--- src/rtl/wb_matmul_engine.sv ---
// Wishbone-slave N x N integer matrix multiplier: C = A x B, one MAC per clock, results in the C window.
// Latency: single-cycle registered ack/err, no wait states; a run keeps busy high for N^3 clocks, irq pulses at the end.
module wb_matmul_engine #(
  parameter int N      = 3,
  parameter int DW     = 8,
  parameter int ACC_W  = 2*DW + $clog2(N),
  parameter int AW     = 16,
  parameter int A_BASE = 16,
  parameter int B_BASE = A_BASE + N*N,
  parameter int C_BASE = A_BASE + 2*N*N
) (
  input  logic          clk,
  input  logic          rst,
  input  logic          cyc,
  input  logic          stb,
  input  logic          we,
  input  logic [3:0]    sel,
  input  logic [AW-1:0] adr,
  input  logic [31:0]   dat_mosi,
  output logic [31:0]   dat_miso,
  output logic          ack,
  output logic          err,
  output logic          irq
);
  localparam int NN = N*N;
  localparam int IW = $clog2(N);
  localparam int XW = $clog2(NN);
  localparam logic [AW-1:0] A_LO = AW'(A_BASE);
  localparam logic [AW-1:0] A_HI = AW'(A_BASE + NN);
  localparam logic [AW-1:0] B_LO = AW'(B_BASE);
  localparam logic [AW-1:0] B_HI = AW'(B_BASE + NN);
  localparam logic [AW-1:0] C_LO = AW'(C_BASE);
  localparam logic [AW-1:0] C_HI = AW'(C_BASE + NN);
  localparam logic [IW-1:0] LAST = IW'(N-1);

  typedef enum logic {IDLE, RUN} state_t;

  logic [DW-1:0]    a_mem [NN];
  logic [DW-1:0]    b_mem [NN];
  logic [ACC_W-1:0] c_mem [NN];
  state_t           state;
  logic             busy, done, signed_mode;
  logic [IW-1:0]    i, j, k;
  logic [ACC_W-1:0] acc;

  logic          req, is_ctrl, is_stat, in_a, in_b, in_c;
  logic [XW-1:0] a_idx, b_idx, c_idx;
  logic          rd_err, wr_err;
  logic [31:0]   rd_dat;

  assign req     = cyc & stb & ~ack & ~err;
  assign is_ctrl = (adr == AW'(0));
  assign is_stat = (adr == AW'(1));
  assign in_a    = (adr >= A_LO) && (adr < A_HI);
  assign in_b    = (adr >= B_LO) && (adr < B_HI);
  assign in_c    = (adr >= C_LO) && (adr < C_HI);
  assign a_idx   = XW'(adr - A_LO);
  assign b_idx   = XW'(adr - B_LO);
  assign c_idx   = XW'(adr - C_LO);

  always_comb begin
    rd_err = 1'b1;
    wr_err = 1'b1;
    rd_dat = '0;
    if (is_ctrl) begin
      rd_err = 1'b0;
      wr_err = busy;
      rd_dat = {30'b0, signed_mode, 1'b0};
    end else if (is_stat) begin
      rd_err = 1'b0;
      wr_err = 1'b0;
      rd_dat = {30'b0, done, busy};
    end else if (in_a) begin
      rd_err = 1'b0;
      wr_err = busy;
      rd_dat = 32'(a_mem[a_idx]);
    end else if (in_b) begin
      rd_err = 1'b0;
      wr_err = busy;
      rd_dat = 32'(b_mem[b_idx]);
    end else if (in_c) begin
      // Results are only coherent once a run has finished.
      rd_err = busy;
      rd_dat = signed_mode ? 32'($signed(c_mem[c_idx])) : 32'(c_mem[c_idx]);
    end
  end

  logic [XW-1:0]          ra_idx, rb_idx, wc_idx;
  logic [DW-1:0]          a_op, b_op;
  logic signed [2*DW-1:0] prod_s;
  logic [2*DW-1:0]        prod_u;
  logic [31:0]            prod_x;
  logic [ACC_W-1:0]       acc_next;

  assign ra_idx   = XW'(32'(i)*N + 32'(k));
  assign rb_idx   = XW'(32'(k)*N + 32'(j));
  assign wc_idx   = XW'(32'(i)*N + 32'(j));
  assign a_op     = a_mem[ra_idx];
  assign b_op     = b_mem[rb_idx];
  assign prod_s   = $signed({{DW{a_op[DW-1]}}, a_op}) * $signed({{DW{b_op[DW-1]}}, b_op});
  assign prod_u   = {{DW{1'b0}}, a_op} * {{DW{1'b0}}, b_op};
  assign prod_x   = signed_mode ? 32'(prod_s) : 32'(prod_u);
  assign acc_next = acc + prod_x[ACC_W-1:0];

  logic unused_bits;
  assign unused_bits = &{1'b0, sel[3:1], dat_mosi, prod_x};

  always_ff @(posedge clk or posedge rst) begin
    if (rst) begin
      dat_miso    <= '0;
      ack         <= 1'b0;
      err         <= 1'b0;
      irq         <= 1'b0;
      state       <= IDLE;
      busy        <= 1'b0;
      done        <= 1'b0;
      signed_mode <= 1'b0;
      i           <= '0;
      j           <= '0;
      k           <= '0;
      acc         <= '0;
      for (int n = 0; n < NN; n++) begin
        a_mem[n] <= '0;
        b_mem[n] <= '0;
        c_mem[n] <= '0;
      end
    end else begin
      ack      <= 1'b0;
      err      <= 1'b0;
      irq      <= 1'b0;
      dat_miso <= '0;
      if (req) begin
        if (we ? wr_err : rd_err) begin
          err <= 1'b1;
        end else begin
          ack <= 1'b1;
          if (!we) begin
            dat_miso <= rd_dat;
          end else if (is_ctrl) begin
            signed_mode <= dat_mosi[1];
            if (dat_mosi[0]) begin
              state <= RUN;
              busy  <= 1'b1;
              done  <= 1'b0;
              acc   <= '0;
              i     <= '0;
              j     <= '0;
              k     <= '0;
            end
          end else if (in_a && sel[0]) begin
            a_mem[a_idx] <= dat_mosi[DW-1:0];
          end else if (in_b && sel[0]) begin
            b_mem[b_idx] <= dat_mosi[DW-1:0];
          end
        end
      end
      // Bus writes to A/B/CTRL are refused while running, so nothing below races with them.
      if (state == RUN) begin
        if (k != LAST) begin
          acc <= acc_next;
          k   <= k + IW'(1);
        end else begin
          c_mem[wc_idx] <= acc_next;
          acc <= '0;
          k   <= '0;
          if (j != LAST) begin
            j <= j + IW'(1);
          end else begin
            j <= '0;
            if (i != LAST) begin
              i <= i + IW'(1);
            end else begin
              i     <= '0;
              state <= IDLE;
              busy  <= 1'b0;
              done  <= 1'b1;
              irq   <= 1'b1;
            end
          end
        end
      end
    end
  end
endmodule

--- config.mk ---
export PLATFORM = sky130hd
export DESIGN_NAME = wb_matmul_engine
export DESIGN_NICKNAME = d
export VERILOG_FILES = /design/src/rtl/wb_matmul_engine.sv
export SDC_FILE = /design/constraint.sdc
export NUM_CORES = 1
export LEC_CHECK = 0
export ABC_AREA = 1
export CORE_UTILIZATION = 35
export DETAILED_ROUTE_END_ITERATION = 10
export GPL_ROUTABILITY_DRIVEN = 0
export PLACE_DENSITY = 0.47
export RECOVER_POWER = 50
export SLEW_MARGIN = 20
export SYNTH_ARGS = -nofsm -noshare
export SYNTH_HDL_FRONTEND = slang
export SYNTH_SLANG_ARGS = --single-unit
--- constraint.sdc ---
create_clock -name clk -period 13.4 [get_ports clk]
set_input_delay 2.68 -clock clk [delete_from_list [all_inputs] [get_ports clk]]
set_output_delay 2.68 -clock clk [all_outputs]
set_load 0.1 [all_outputs]
==> results.cfg <==
[setup_path]
r2r_start = k[1]
r2r_cells = 33
r2r_slack_ns = 3.51
critical_path_peak_fanout = 166
path_buf_inv = 3
cp.required_ns = 13.10
cp_slowest_cell = clkinvlp_2
path_class = in -> async
crit_arrival_ns = 10.11
r2r_end = acc[17]
slowest_delay_ns = 3.40
startpoint = rst
startpoint_type = primary input
crit_family = buffers and inverters
cp-end-kind = asynchronous set/reset pin
crit_chain = dlygate4sd3_1, clkinvlp_2, clkbuf_2

[timing]
setup_viol = 0
relSlewSlack_pct = -312.2
rsz0062_at_grt = false
worstMarginPinSlew_ns = 6.149
max_freq_mhz = 96.14
fin_crit_ns = 10.40
hold_viol = 0
finalCritPeriodShare_pct = 77.63
tns_ns = 0
setup_ws_ns = 2.998
fin_skew_ns = 0.03746
maxSlewViolCount = 361

[floorplan]
dieArea_mm2 = 0.07010
ios = 92
initial_utilization_pct = 35.67
dieHeight_um = 264.8
fp-row-count = 95
core_mm2 = 0.06775
die_x_um = 264.8

[detailed_routing]
dr.pass1.iters = 6
wl_met3_mm = 5.932
finalWirelength_mm = 84.45
drtIter0Drc = 1762
wl_met2_mm = 37.83
wl_met1_mm = 38.18
ant_nets = 0
num_vias = 22338
wl_per_cell_um = 20.50
highest_layer = met4
vias_per_cell = 5.423
drc = 0

[status]
violations = max-capacitance violations, max-slew violations
status = finished, violations left

[clocking]
cts_tree = done
path_clk_slew_ns = 0.05
holdBufCountCts = 0
root_buffer = clkbuf_16
cts_buffers = 45
cts_resized = 0
cts_sinks = 356
htreeDepth = 2
insertion_delay_ns = 0.61
post_cts_buffers = 0
clock_path_buffers = 3

[power]
p_leak_nw = 13.15
powerDensity_mw_per_mm2 = 95.09
ir_drop_mv = 0.1036

[yosys]
async_reset_ff_share_pct = 100.0
ys_warn_count = 0
ys_ff_latch = 356
syn_nets = 3487
ys_seq_area_share_pct = 36.86
netlist-cell-type-count = 58
synthCells = 3243
netlist_area_mm2 = 0.02417
synth_edf_count = 0
postSynthAreaPerCell_um2 = 7.452
ys.flop_type = dfrtp_1

[worst_hold_path]
worstHoldPathCells = 2
hp-start = done
min_to = done
hp-class = reg -> reg

[placed_design]
place_hpwl_mm = 55.22
portBuffers = 64
dp_slack_ns = 3.420

[finish]
final_nets = 3455
nFillCells = 7044
area_growth_pct = 11.98
drive_above_1_share_pct = 5.485

[flow_run]
drv_cap = 3

[global_route]
grt_pass1_wl_mm = 132.1
grt_util_all_layers_pct = 24.34
antenna_found_initial = 0
overflow = 0
grt_pass1_vias = 22423
grt_max_degree = 167
routing by layer:
metal | vias up | global-route usage, %
met5 | - | 0
met3 | 143 | 3.706
met2 | 740 | 38.62
met4 | 0 | 7.858
met1 | 10926 | 33.97
li1 | 10529 | -
power breakdown:
| group | switching (W) | leakage, nW | internal [W] |
|---|---|---|---|
| Combinational | 0.000133 | 7.40 | 0.0000359 |
| Sequential | 0.000000115 | 4.96 | 0.00108 |
| Clock | 0.000514 | 0.795 | 0.000814 |
cells in the mapped netlist, drive strengths merged, types with 12 or more instances:
master | n | area share (%)
nand4 | 165 | 4.5
a22oi | 14 | 0.43
dfrtp | 356 | 37
nor3 | 14 | 0.31
nand3 | 222 | 4.7
clkbuf | 129 | 2.0
a21oi | 149 | 3.2
o211ai | 12 | 0.37
inv | 334 | 5.2
fa | 91 | 7.5
o221ai | 24 | 0.87
buf | 61 | 1.5
ha | 96 | 5.0
nor2 | 240 | 3.9
or2 | 12 | 0.31
nand2 | 980 | 15
o21ai | 258 | 5.4
sequential cells by signal (all words and copies together) (netlist names):
| name | cells |
|---|---|
| a_mem | 72 |
| acc | 18 |
| ack | 1 |
| b_mem | 72 |
| busy | 1 |
| c_mem | 162 |
| dat_miso | 19 |
| done | 1 |
| err | 1 |
| i | 2 |
| irq | 1 |
| j | 2 |
| k | 2 |
| signed_mode | 1 |
| state | 1 |
kinds of logic (layout without fill, tap and decap cells):
kind of cell,Yosys count,after routing,share of synthesized area [%]
fa+ha+maj,187,187,12.51
simple gates,1649,1649,29.41
compound gates,505,505,11.78
xor+xnor,19,19,0.7197
flops,356,356,36.86
other cells,0,1,0
buf+inv,527,529,8.719
layout by cell type, fill, tap and decap left out, types with 13 or more instances in the layout:
cell type,instances
a21oi_1,145
a22oi_1,14
buf_4,45
clkbuf_16,45
clkdlybuf4s50_1,47
dfrtp_1,356
dlygate4sd3_1,14
fa_1,91
ha_1,96
inv_1,322
nand2_1,976
nand3_1,219
nand4_1,156
nor2_1,230
nor3_1,13
o21ai_0,257
o221ai_1,24
how the worst max path moves through the flow:
stage / to / slack, ns / cells after the start
after CTS: acc[17] / 3.37 / 33
after floorplan: a_mem[0] / 0.84 / 1
final: c_mem[110] / 3.00 / 3
after global placement: acc[17] / 3.43 / 33
after global routing: acc[3] / 1.45 / 3
after detailed placement: acc[17] / 3.42 / 33
stage by stage:
stage / util, % / std cells / total power, W / hold slack [ns] / cell area, um2
global route: 39.94 / 4118 / 0.002664 / 0.4872 / 27060
CTS: 39.97 / 4117 / 0.002611 / 0.4725 / 27080
detailed placement: 37.57 / 4036 / 0.001265 / 0.4583 / 25450
finish: 39.94 / 4119 / 0.002573 / 0.4681 / 27060
floorplan: - / 3243 / 0.001196 / 0.4422 / 24170
global placement: 37.56 / 4036 / 0.001265 / 0.4552 / 25450
worst min-delay path: stages, from the launching register on:
cell	delay, ns
dfrtp_1	0.34
nand2_1	0.05
nand2_1	0.05
final cells by class:
class | instances | area [um2] | area share [%]
multi-input cells | 2360 | 13190 | 48.74
flip-flops and latches | 356 | 8909 | 32.92
clock buffers | 63 | 1294 | 4.781
inverters | 337 | 1267 | 4.684
well taps | 873 | 1092 | 4.036
repair buffers | 111 | 974.7 | 3.602
clock inverters | 18 | 332.8 | 1.230
diodes | 1 | 2.502 | 0.009247
Note: power is estimated with default switching activity, not from simulation.
